## src/rtl/b2bd_pkg.sv

```systemverilog
// Shared types and helpers for the shared binary-to-BCD converter.
package b2bd_pkg;

  localparam int DIGIT_W   = 4;
  // Widest BCD field the digit-correction helper handles; cores zero-extend into it.
  localparam int BCD_MAX_W = 32;

  typedef enum logic [1:0] {IDLE, SHIFT, DONE} b2bd_state_t;

  // Double-dabble correction: every BCD digit that is 5 or more gets 3 added,
  // so that the following left shift carries correctly into the next digit.
  function automatic logic [BCD_MAX_W-1:0] add3_digits(input logic [BCD_MAX_W-1:0] bcd);
    logic [BCD_MAX_W-1:0] r;
    r = bcd;
    for (int d = 0; d < BCD_MAX_W / DIGIT_W; d++) begin
      if (bcd[d*DIGIT_W +: DIGIT_W] >= 4'd5)
        r[d*DIGIT_W +: DIGIT_W] = bcd[d*DIGIT_W +: DIGIT_W] + 4'd3;
    end
    return r;
  endfunction

endpackage

```

## src/rtl/b2bd_seq_core.sv

```systemverilog
// Sequential double-dabble engine: one operand per start, BIN_W shift cycles,
// then a single DONE cycle that presents the result.
//
//  state | meaning
//  IDLE  | waiting for start; shift registers hold the last operand/result
//  SHIFT | one add-3 correction plus left shift per cycle, BIN_W cycles
//  DONE  | done pulse high, bcd_out valid, busy still high
module b2bd_seq_core
  import b2bd_pkg::*;
#(
  parameter int BIN_W = 8,
  parameter int BCD_W = 12
) (
  input  logic             clk,
  input  logic             rst_n,
  input  logic             start,
  input  logic [BIN_W-1:0] operand,
  output logic             busy,
  output logic             done,
  output logic [BCD_W-1:0] bcd_out
);

  localparam int CNT_W = $clog2(BIN_W + 1);

  b2bd_state_t          state;
  logic [BIN_W-1:0]     bin_sr;
  logic [BCD_W-1:0]     bcd_sr;
  logic [CNT_W-1:0]     cnt;
  logic [BCD_MAX_W-1:0] corr_wide;
  logic [BCD_W-1:0]     corr;
  logic                 unused_hi;

  // Corrected digits of the current BCD accumulator, ready to be shifted.
  assign corr_wide = add3_digits(BCD_MAX_W'(bcd_sr));
  assign corr      = corr_wide[BCD_W-1:0];
  // The top corrected bit is shifted out; the parameter check guarantees it is always zero.
  assign unused_hi = ^corr_wide[BCD_MAX_W-1:BCD_W-1];

  // Conversion sequencer with registered busy/done/result.
  always_ff @(posedge clk or negedge rst_n) begin
    if (!rst_n) begin
      state   <= IDLE;
      bin_sr  <= '0;
      bcd_sr  <= '0;
      cnt     <= '0;
      busy    <= 1'b0;
      done    <= 1'b0;
      bcd_out <= '0;
    end else begin
      case (state)
        IDLE: begin
          if (start) begin
            bin_sr <= operand;
            bcd_sr <= '0;
            cnt    <= '0;
            busy   <= 1'b1;
            state  <= SHIFT;
          end
        end
        SHIFT: begin
          {bcd_sr, bin_sr} <= {corr[BCD_W-2:0], bin_sr, 1'b0};
          cnt              <= cnt + 1'b1;
          if (cnt == CNT_W'(BIN_W - 1)) begin
            state   <= DONE;
            done    <= 1'b1;
            bcd_out <= {corr[BCD_W-2:0], bin_sr[BIN_W-1]};
          end
        end
        DONE: begin
          done  <= 1'b0;
          busy  <= 1'b0;
          state <= IDLE;
        end
        default: begin
          done  <= 1'b0;
          busy  <= 1'b0;
          state <= IDLE;
        end
      endcase
    end
  end

endmodule

```

## src/rtl/b2bd_share_arb.sv

```systemverilog
// Round-robin front end that shares one double-dabble core among NREQ requesters.
// Grants only while the core is idle; requests arriving while busy are simply
// re-sampled once the core returns to IDLE.
module b2bd_share_arb
  import b2bd_pkg::*;
#(
  parameter int NREQ  = 4,
  parameter int BIN_W = 8,
  parameter int BCD_W = 12
) (
  input  logic                    clk,
  input  logic                    rst_n,
  input  logic [NREQ-1:0]         req,
  input  logic [NREQ*BIN_W-1:0]   bin_in,
  output logic [NREQ-1:0]         gnt,
  output logic [NREQ-1:0]         done,
  output logic [BCD_W-1:0]        bcd_out,
  output logic [$clog2(NREQ)-1:0] owner,
  output logic                    busy
);

  localparam int IDX_W = $clog2(NREQ);
  localparam longint unsigned DEC_RANGE = longint'(10) ** (BCD_W / DIGIT_W);
  localparam longint unsigned BIN_MAX   = (longint'(1) << BIN_W) - 1;

  // Reject parameter sets whose BCD field cannot hold the largest operand.
  generate
    if (NREQ < 2 || (BCD_W % DIGIT_W) != 0 || BCD_W >= BCD_MAX_W || DEC_RANGE <= BIN_MAX) begin : g_bad_params
      $error("b2bd_share_arb: illegal NREQ/BIN_W/BCD_W combination");
    end
  endgenerate

  logic [IDX_W-1:0] ptr;
  logic [IDX_W-1:0] win;
  logic [IDX_W-1:0] cand;
  logic             found;
  logic             start;
  logic [BIN_W-1:0] operand;
  logic [NREQ-1:0]  owner_oh;
  logic             core_busy;
  logic             core_done;

  // Round-robin pick: first active request starting just after the last winner.
  always_comb begin
    win   = '0;
    cand  = '0;
    found = 1'b0;
    for (int k = 1; k <= NREQ; k++) begin
      cand = IDX_W'((int'(ptr) + k) % NREQ);
      if (!found && req[cand]) begin
        win   = cand;
        found = 1'b1;
      end
    end
  end

  assign start   = found & ~core_busy;
  assign operand = bin_in[int'(win)*BIN_W +: BIN_W];

  // Grant pulse, owner and round-robin pointer update on each accepted request.
  always_ff @(posedge clk or negedge rst_n) begin
    if (!rst_n) begin
      ptr      <= IDX_W'(NREQ - 1);
      owner    <= '0;
      gnt      <= '0;
      owner_oh <= '0;
    end else begin
      gnt <= '0;
      if (start) begin
        gnt      <= NREQ'(1) << win;
        owner_oh <= NREQ'(1) << win;
        owner    <= win;
        ptr      <= win;
      end
    end
  end

  b2bd_seq_core #(
    .BIN_W (BIN_W),
    .BCD_W (BCD_W)
  ) u_core (
    .clk     (clk),
    .rst_n   (rst_n),
    .start   (start),
    .operand (operand),
    .busy    (core_busy),
    .done    (core_done),
    .bcd_out (bcd_out)
  );

  // Done is steered to the owner; both terms are registers, so no glitches.
  assign done = {NREQ{core_done}} & owner_oh;
  assign busy = core_busy;

endmodule

```

## config.mk

```make
export PLATFORM = sky130hd
export DESIGN_NAME = b2bd_share_arb
export DESIGN_NICKNAME = d
export VERILOG_FILES = /design/src/rtl/b2bd_pkg.sv /design/src/rtl/b2bd_seq_core.sv /design/src/rtl/b2bd_share_arb.sv
export SDC_FILE = /design/constraint.sdc
export NUM_CORES = 1
export LEC_CHECK = 0
export ABC_AREA = 1
export CORE_UTILIZATION = 51
export CTS_CLUSTER_SIZE = 24
export DETAILED_ROUTE_END_ITERATION = 16
export PLACE_DENSITY = 0.8
export REMOVE_ABC_BUFFERS = 1
export SYNTH_ARGS = -nofsm -noshare
export SYNTH_HDL_FRONTEND = slang
export SYNTH_SLANG_ARGS = --single-unit
```

## constraint.sdc

```tcl
create_clock -name clk -period 2.1 [get_ports clk]
set_input_delay 0.21 -clock clk [delete_from_list [all_inputs] [get_ports clk]]
set_output_delay 0.21 -clock clk [all_outputs]
set_load 0.01 [all_outputs]
```

==> flow_metrics.tcl, run 1 <==
set metrics [dict create \
    synth_top_area_share_pct 42.5 \
    tns_ps 0 \
    initial_core_util_pct 53.1 \
    track_usage_pct 21.9 \
    reg2reg_depth 13 \
    ys.flop_type "dfrtp_1" \
    synth-edff-count 0 \
    power_density_nw_per_um2 1720 \
    finClkSkew_ps 8.23 \
    dp_hpwl_um 4440 \
    yosysUniqueCellTypes 30 \
    slowest_stage "dfstp_2" \
    ys_seq_elements 52 \
    synth_area_leaders "dfrtp_1 42%, nand2_1 14%, nand3_1 7.5%" \
    synth_adder_area_share_pct 2.97 \
    drive_gt1_share_pct 16.2 \
    drcViolationCount 0 \
    synth_area_per_cell_um2 7.94 \
    io_buffers 60 \
    grt_overflow 0 \
    grt_max_degree 53 \
    drtAntennaViolNets 0 \
    critPathKind "reg -> reg" \
    setup_viol 0 \
    synth.top_cells.by_count "106 x nand2_1, 50 x dfrtp_1, 44 x inv_1, 44 x nand3_1, 28 x o21ai_0" \
    irDropWorstVdd_v 0.000719 \
    synth_area_um2 2940 \
    finalInstanceArea_um2 3870 \
    required_ps 2300 \
    clk_latency_ps 300 \
    grt_pass1_wl_um 10700 \
    final_core_util_pct 69.9 \
    num_vias 2690 \
    synthMuxAreaShare_pct 0 \
    max_stage_delay_ps 650 \
    crit_path_start "ptr[0]$_DFFE_PN1P_" \
    rows 27 \
    grt_pass1_vias 2493 \
    cts_sinks 52 \
    place_area_um2 3590 \
    yosys.area_share.simple_pct 31.2 \
    core_area_um2 5540 \
    seq_area_frac_synth_pct 44.3 \
    wl_per_cell_um 12.9 \
    startpoint_type "flip-flop" \
    cts_buffers 5 \
    yosys_warnings 0 \
    syn_to_final_growth_pct 31.6 \
    dp_slack_ps -39.6 \
    crit_chain "buf_12 > nand2_1 > nand3_1 > nand2_2 > nand2_2 > nand2_4 > nor2_4 > nand2_8 > buf_6 > nand3_1 > nand3_1 > nand3_1 > nand2_1" \
    worst_slew_pin_slew_ps 595 \
    vias_per_cell 5.21 \
    min_path_type "in -> async" \
    cp-end-kind "flip-flop" \
    leakage_nw 1.88 \
    drtPass1Iterations 5 \
    synth_xor_area_share_pct 1.19 \
    synth_compound_area_share_pct 10.4 \
    r2r-start "ptr[0]$_DFFE_PN1P_" \
    layout_setup_ws_ps 40.0 \
    cts_max_path_buffers 2 \
    drt_iter0_drc 242 \
    place.gp.congestion 0.855 \
    synthArstFlopShare_pct 100 \
    diodes 0 \
    synth_top_family_by_area "simple AND/OR/NAND/NOR gates" \
    relSlewSlack_pct 60.3 \
    antenna_found_initial 0 \
    cp.arrival_ps 2260 \
    io_pins 61 \
    yosysMostFrequentCell "nand2_1" \
    rr_endpoint "u_core.bin_sr[6]$_DFFE_PN0P_" \
    drv_slew 0 \
    dieArea_um2 6080 \
    tritoncts "built" \
    finalHoldViolations 0 \
    timing.final.crit_share_pct 98.1 \
    die_y_um 78.0 \
    clk_pin_slew_worst_paths_ps 90 \
    min_period_ps 2060 \
    holdWs_ps 414 \
    maxCapViolations 0 \
    rrSetupSlack_ps 40 \
    fin_nets 488 \
    clockRootBuffer "clkbuf_8" \
    path_common_cell "nand3_1" \
    cp_max_fo 9 \
    cts.htree.levels 2 \
    die_x_um 78.0 \
    synth_cells 371 \
    totalWireLength_um 6670 \
    yosys.area.top_type "dfrtp_1" \
    max_freq_mhz 485 \
    status "complete, no violations" \
]
-- worst max path at each step --
stage,endpoint,slack [ps],depth (start not counted)
floorplan,u_core.bin_sr[1]$_DFFE_PN0P_,150,11
global placement,ptr[1]$_DFFE_PN1P_,20,13
detailed placement,ptr[1]$_DFFE_PN1P_,-40,13
CTS,owner_oh[1]$_DFFE_PN0P_,40,12
global route,u_core.bin_sr[1]$_DFFE_PN0P_,-50,14
finish,u_core.bin_sr[6]$_DFFE_PN0P_,40,13
-- worst max-delay path, delay by kind of cell (launching register included) --
family                 cells  cell delay [ps]
AND/OR/NAND/NOR           11             1010
flip-flops                 1              650
buffers and inverters      2              300
-- routing by layer --
layer	up-vias	GRT usage, %	share of wire (%)
met5	-	0	0
met4	0	6.48	2.0
met3	16	3.53	5.5
met2	103	37.3	49
met1	1239	28.7	43
li1	1332	-	-
-- cell type report --
cell class | count | area (um^2)
Inverter | 51 | 201
Clock inverter | 1 | 7.51
Fill cell | 439 | 1670
Timing Repair Buffer | 76 | 754
Clock buffer | 7 | 86.3
Multi-Input combinational cell | 257 | 1430
Tap cell | 72 | 90.1
Sequential cell | 52 | 1300
-- placed cells by master (no fill, tap or decap), types with 2 or more instances in the layout --
cell	netlist	layout
ha_1	7	7
nand2_1	106	101
inv_2	5	5
buf_6	5	3
clkdlybuf4s50_1	0	59
xor2_1	4	4
o22ai_1	10	10
inv_1	44	44
o21ai_1	2	3
a21oi_1	8	7
dfrtp_1	50	50
dfstp_2	2	2
nand2_8	0	4
clkbuf_8	0	6
nand4_1	2	2
o21ai_2	6	6
nand2_4	8	8
or2_2	2	2
buf_4	1	10
nor2_1	11	10
o21ai_0	28	27
buf_12	0	2
nand2_2	10	13
nand3_1	44	44
nand3_2	2	2
-- flip-flops by register name, summed over array words and instances (netlist names), 2 cells and up --
signal,flops
owner,2
owner_oh,4
gnt,4
ptr,2
u_core.state,2
u_core.cnt,4
u_core.bcd_sr,12
u_core.bin_sr,8
u_core.bcd_out,12
-- metrics by stage --
stage	cells	power (W)
floorplan	358	0.00429
global placement	496	0.00534
detailed placement	496	0.00546
CTS	505	0.00613
global route	516	0.00722
finish	516	0.00665
-- report_power, final --
part / switching (W) / leakage (nW) / total [W] / internal (W)
Sequential: 0.000270 / 0.663 / 0.00172 / 0.00145
Combinational: 0.00264 / 1.17 / 0.00434 / 0.00170
Clock: 0.000322 / 0.0445 / 0.000591 / 0.000268
-- cells by family after synthesis --
logic type | Yosys count
compound gates | 54
xor+xnor | 4
fa+ha+maj | 7
buf+inv | 64
flops | 52
simple gates | 190
-- timing repair --
action / in CTS / in global routing
setup endpoints to repair: 2 / 20
gates resized for setup: 2 / 18
hold endpoints to repair: 50 / 0
pin swaps: 0 / 4
hold buffers: 1 / 0
setup buffers: 0 / 9
gates cloned: 0 / 2
(Power assumes the default switching activity.)
==> inputs of run 2 (changes only) <==
- CORE_MARGIN: not set -> 4
- CORE_UTILIZATION: 51 -> 55
- PLACE_DENSITY: 0.8 -> 0.85
- clock period: 2.1 -> 2.6 ns (I/O delays scaled with it)
==> run 2 against run 1 <==
Clock power down 21%. Non-clock buffer count down 10. Final cell count down 2.9%. Power down 27%. Sequential share of layout area up 1.9 points. Wire length down 3.7%. Utilization up 1.5 points. Critical path type unchanged.
==> flow_metrics.tcl, run 2 (same netlist as run 1, synthesis figures left out) <==
set metrics [dict create \
    finalHoldViolations 0 \
    drtAntennaViolNets 0 \
    io_pins 61 \
    grt_max_degree 22 \
    layout_setup_ws_ps 462 \
    wl_per_cell_um 12.8 \
    rsz0062_at_grt "no" \
    largestRegisters "u_core.bcd_out x12, u_core.bcd_sr x12, u_core.bin_sr x8" \
    cts_max_path_buffers 2 \
    min_period_ps 2140 \
    track_usage_pct 21.3 \
    fin_nets 476 \
    place.gp.congestion 0.788 \
    grt_pass1_vias 2493 \
    critPathKind "reg -> reg" \
    die_x_um 81.2 \
    drt_iter0_drc 106 \
    die_y_um 81.2 \
    multiInputGateArea_um2 1350 \
    drv_slew 0 \
    rows 26 \
    power_w 0.00484 \
    ff_latch_area_um2 1300 \
    dieArea_um2 6590 \
    layout_commonest_cell "nand2_1" \
    worst_slew_pin_slew_ps 443 \
    irDropWorstVdd_v 0.000811 \
    finalNonFillerCells 501 \
    drive_gt1_share_pct 12.3 \
    dp_hpwl_um 4910 \
    cp_max_fo 13 \
    r2r-start "ptr[0]$_DFFE_PN1P_" \
    crit_path_start "ptr[0]$_DFFE_PN1P_" \
    cts_sinks 52 \
    maxCapViolations 0 \
    clockRootBuffer "clkbuf_8" \
    cts_setup_buffers 0 \
    min_path_type "in -> async" \
    status "complete, no violations" \
    num_vias 2589 \
    clk_pin_slew_worst_paths_ps 90 \
    antenna_found_initial 0 \
    cp.arrival_ps 2330 \
    drcViolationCount 0 \
    dp.cells 493 \
    dp_slack_ps 478 \
    max_freq_mhz 468 \
    tns_ps 0 \
    cts_buffers 5 \
    required_ps 2800 \
    initial_core_util_pct 57.3 \
    drtPass1Iterations 4 \
    timing.final.crit_share_pct 82.2 \
    startpoint_type "flip-flop" \
    syn_to_final_growth_pct 24.7 \
    tritoncts "built" \
    holdWs_ps 402 \
    cp-end-kind "flip-flop" \
    leakage_nw 1.81 \
    diodes 0 \
    finClkSkew_ps 9.52 \
    totalWireLength_um 6430 \
    clk_latency_ps 300 \
    cts_resized 0 \
    final_cell_mix "106 x nand2_1, 59 x clkdlybuf4s50_1, 50 x dfrtp_1" \
    core_area_um2 5140 \
    fillers 434 \
    cts.htree.levels 2 \
    hold_buffers 1 \
    setup_viol 0 \
    grt_pass1_wl_um 11000 \
    power_density_nw_per_um2 1320 \
    io_buffers 60 \
    vias_per_cell 5.17 \
    grt_overflow 0 \
    relSlewSlack_pct 70.4 \
]
[run 2: cell types whose count changed in the layout (fill, tap and decap cells not counted), moves of 2 or more]
cell / before / now
buf_4: 10 / 5
nand2_1: 101 / 106
nand2_8: 4 / 0
buf_6: 3 / 0
nand2_2: 13 / 10
buf_12: 2 / 0
[run 2: worst paths after layout]
check / end / slack [ps] / depth (start not counted)
setup / recovery: u_core.bin_sr[0]$_DFFE_PN0P_ / 460 / 13
hold / removal: u_core.bcd_out[7]$_DFFE_PN0P_ / 400 / 2
setup reg to reg: u_core.bin_sr[0]$_DFFE_PN0P_ / 460 / 13
hold reg to reg: u_core.bcd_out[6]$_DFFE_PN0P_ / 490 / 2
max in group asynchronous: ptr[0]$_DFFE_PN1P_ / 1520 / 3
min in group clk: u_core.bcd_out[6]$_DFFE_PN0P_ / 490 / 2
[run 2: critical path, stage by stage, from the launching register on]
cell	delay, ps
dfstp_2	670
inv_8	80
nand2_1	70
nand2_1	70
nand2_2	100
nand2_4	80
nor2_8	90
nand2_1	60
nor2_1	120
nand2_1	70
nand2_1	340
nand3_1	130
nand3_1	100
nand2_1	50
[run 2: per-layer routing]
metal	vias to the layer above	wire (um)	track usage (%)
met5	-	0	0
met4	0	134	7.26
met3	14	265	4.10
met1	1208	2710	26.0
met2	65	3320	37.4
li1	1302	-	-
[run 2: final cells by class]
type | instances | area share, %
Tap cell | 70 | 2.39
Multi-Input combinational cell | 255 | 36.6
Clock buffer | 6 | 2.25
Timing Repair Buffer | 66 | 17.5
Inverter | 51 | 5.49
Clock inverter | 1 | 0.239
Sequential cell | 52 | 35.5
[run 2: stage by stage]
step	cell area (um^2)	util (%)
after floorplan	2850	-
after global placement	3570	69.5
after detailed placement	3570	69.5
after CTS	3670	71.4
after global routing	3670	71.4
final	3670	71.4
[run 2: power breakdown]
| group | internal (W) | switching, W | total, W |
|---|---|---|---|
| logic | 0.00110 | 0.00187 | 0.00297 |
| clock network | 0.000213 | 0.000253 | 0.000466 |
| registers | 0.00117 | 0.000229 | 0.00140 |
==> inputs of run 3 (changes only) <==
- CORE_UTILIZATION: 55 -> 51
- PLACE_DENSITY: 0.85 -> 0.8
- clock period: 2.6 -> 2 ns (I/O delays scaled with it)
==> run 3 against run 2 <==
The flow now finishes with violations (hold timing, setup timing). Clock skew decreased by 3.0 ps. Critical endpoint is now u_core.bin_sr[6]$_DFFE_PN0P_. Sequential share of layout area decreased by 4.6 points. Sequential power increased by 29%. Non-clock buffer count increased by 28. First-iteration DRC count increased by 94%. Hold slack got worse by 410 ps. Count of clock-buffer cells in the layout increased by 1. Wire length increased by 21%. Global-route usage decreased by 2.8 points. Clock power increased by 67%. Worst setup slack got worse by 510 ps. Critical path depth increased by 1.
==> flow_metrics.tcl, run 3 (same netlist as run 1, synthesis figures left out) <==
set metrics [dict create \
    crit_chain "inv_8 > buf_6 > buf_4 > nand2_2 > nand3_2 > nand2_4 > nor2_8 > nand2_4 > nor2_4 > a21oi_4 > buf_6 > nand3_1 > nand3_2 > nand2_1" \
    final_core_util_pct 76.2 \
    antenna_found_initial 0 \
    clk_latency_ps 310 \
    drv_slew 0 \
    initial_core_util_pct 53.1 \
    cts_max_path_buffers 2 \
    num_vias 2856 \
    tritoncts "built" \
    rsz0062_at_grt "yes" \
    layout_commonest_cell "nand2_1" \
    die_y_um 84.0 \
    die_x_um 84.0 \
    status "finished, violations left" \
    worst_slew_pin_slew_ps 652 \
    holdWs_ps -5.67 \
    finalInstanceArea_um2 4220 \
    setup_viol 19 \
    grt_pass1_wl_um 10900 \
    cts_sinks 52 \
    drtPass1Iterations 5 \
    totalWireLength_um 7780 \
    rrSetupSlack_ps -50 \
    grt_max_degree 53 \
    grt_pass1_vias 2484 \
    timing.final.crit_share_pct 103 \
    cp_max_fo 8 \
    wl_per_cell_um 14.5 \
    finalHoldViolations 14 \
    place_area_um2 3650 \
    slowest_stage "dfstp_2" \
    drt_iter0_drc 206 \
    violations "hold timing, setup timing" \
    hold_buffers 0 \
    core_area_um2 5540 \
    dp_hpwl_um 4730 \
    fillers 367 \
    fin_nets 507 \
    power_density_nw_per_um2 1940 \
    diodes 0 \
    layout_setup_ws_ps -51.7 \
    required_ps 2200 \
    drtAntennaViolNets 0 \
    place.gp.congestion 0.800 \
    finClkSkew_ps 6.57 \
    final_cell_mix "92 x nand2_1, 59 x clkdlybuf4s50_1, 50 x dfrtp_1" \
    io_pins 61 \
    track_usage_pct 18.5 \
    max_freq_mhz 487 \
    min_period_ps 2050 \
    irDropWorstVdd_v 0.00107 \
    drive_gt1_share_pct 25.1 \
    cts.htree.levels 2 \
    startpoint_type "flip-flop" \
    critPathKind "reg -> reg" \
    relSlewSlack_pct 56.5 \
    min_path_type "in -> async" \
    dieArea_um2 7050 \
    cp.arrival_ps 2250 \
    vias_per_cell 5.34 \
    drcViolationCount 0 \
    maxCapViolations 0 \
    max_stage_delay_ps 630 \
    leakage_nw 2.04 \
    io_buffers 60 \
    largestRegisters "u_core.bcd_out x12, u_core.bcd_sr x12, u_core.bin_sr x8" \
    clockRootBuffer "clkbuf_8" \
    grt_overflow 0 \
    syn_to_final_growth_pct 43.3 \
    rows 27 \
    cp-end-kind "flip-flop" \
    cts_buffers 5 \
    clk_pin_slew_worst_paths_ps 90 \
]
==> run 3: changes by cell type in the layout (fill, tap and decap cells not counted), sizes merged <==
cell,before,now
buf,6,34
nand2,124,127
clkbuf,6,8
bufinv,0,1
clkinv,1,0
dlygate4sd3,1,0
==> run 3: per-layer routing <==
layer  vias to the layer above  routed length [um]  track usage (%)
met5                         -                   0                0
met4                         0                 142             3.80
met3                        14                 462             4.05
met2                       106                4100             33.0
met1                      1363                3080             22.8
li1                       1373                   -                -
==> run 3: critical path, delay by kind of cell (launching register included) <==
kind                   cells  cell delay (ps)
AOI/OAI and AO/OA          1              190
and+or+nand+nor            9              630
buffers and inverters      4              480
DFF                        1              630
==> run 3: layout make-up <==
cell class	instances	area (um^2)	area share, %
clock inverter	1	30.0	0.712
sequential	52	1300	30.9
multi-input combinational	258	1580	37.5
timing repair buffer	94	910	21.6
clock buffer	7	96.3	2.28
tap	72	90.1	2.13
inverter	51	209	4.95
==> run 3: timing repair <==
action | CTS | global route
resized for setup | 1 | 56
setup buffers | 0 | 20
gates cloned | 0 | 5
pin swaps | 0 | 29
endpoints found under the setup margin | 2 | 31
==> run 3: per-stage QoR <==
stage / total power, W / setup slack [ps] / TNS (ps) / hold slack, ps / instances
floorplan: 0.00450 / 50.8 / 0 / -95.6 / 358
global placement: 0.00583 / 7.08 / 0 / 346 / 502
detailed placement: 0.00599 / -40.2 / -58.8 / 349 / 502
CTS: 0.00683 / 9.96 / 0 / 18.3 / 510
global route: 0.00882 / -153 / -2900 / 37.4 / 535
finish: 0.00817 / -51.7 / -397 / -5.67 / 535
==> run 3: worst paths after layout <==
kind,cells after the start,end,from
max,14,u_core.bin_sr[6]$_DFFE_PN0P_,ptr[0]$_DFFE_PN1P_
min,2,u_core.bcd_out[7]$_DFFE_PN0P_,rst_n
max reg2reg,14,u_core.bin_sr[6]$_DFFE_PN0P_,ptr[0]$_DFFE_PN1P_
min reg2reg,2,u_core.bcd_out[4]$_DFFE_PN0P_,u_core.bcd_out[4]$_DFFE_PN0P_
max in group asynchronous,2,u_core.cnt[3]$_DFFE_PN0P_,rst_n
min in group clk,2,u_core.bcd_out[4]$_DFFE_PN0P_,u_core.bcd_out[4]$_DFFE_PN0P_
==> run 3: power by group <==
part	switching, W	leakage (nW)	internal [W]
clock	0.000337	0.0645	0.000442
sequential	0.000276	0.663	0.00152
combinational	0.00325	1.31	0.00235
total	0.00386	2.04	0.00431
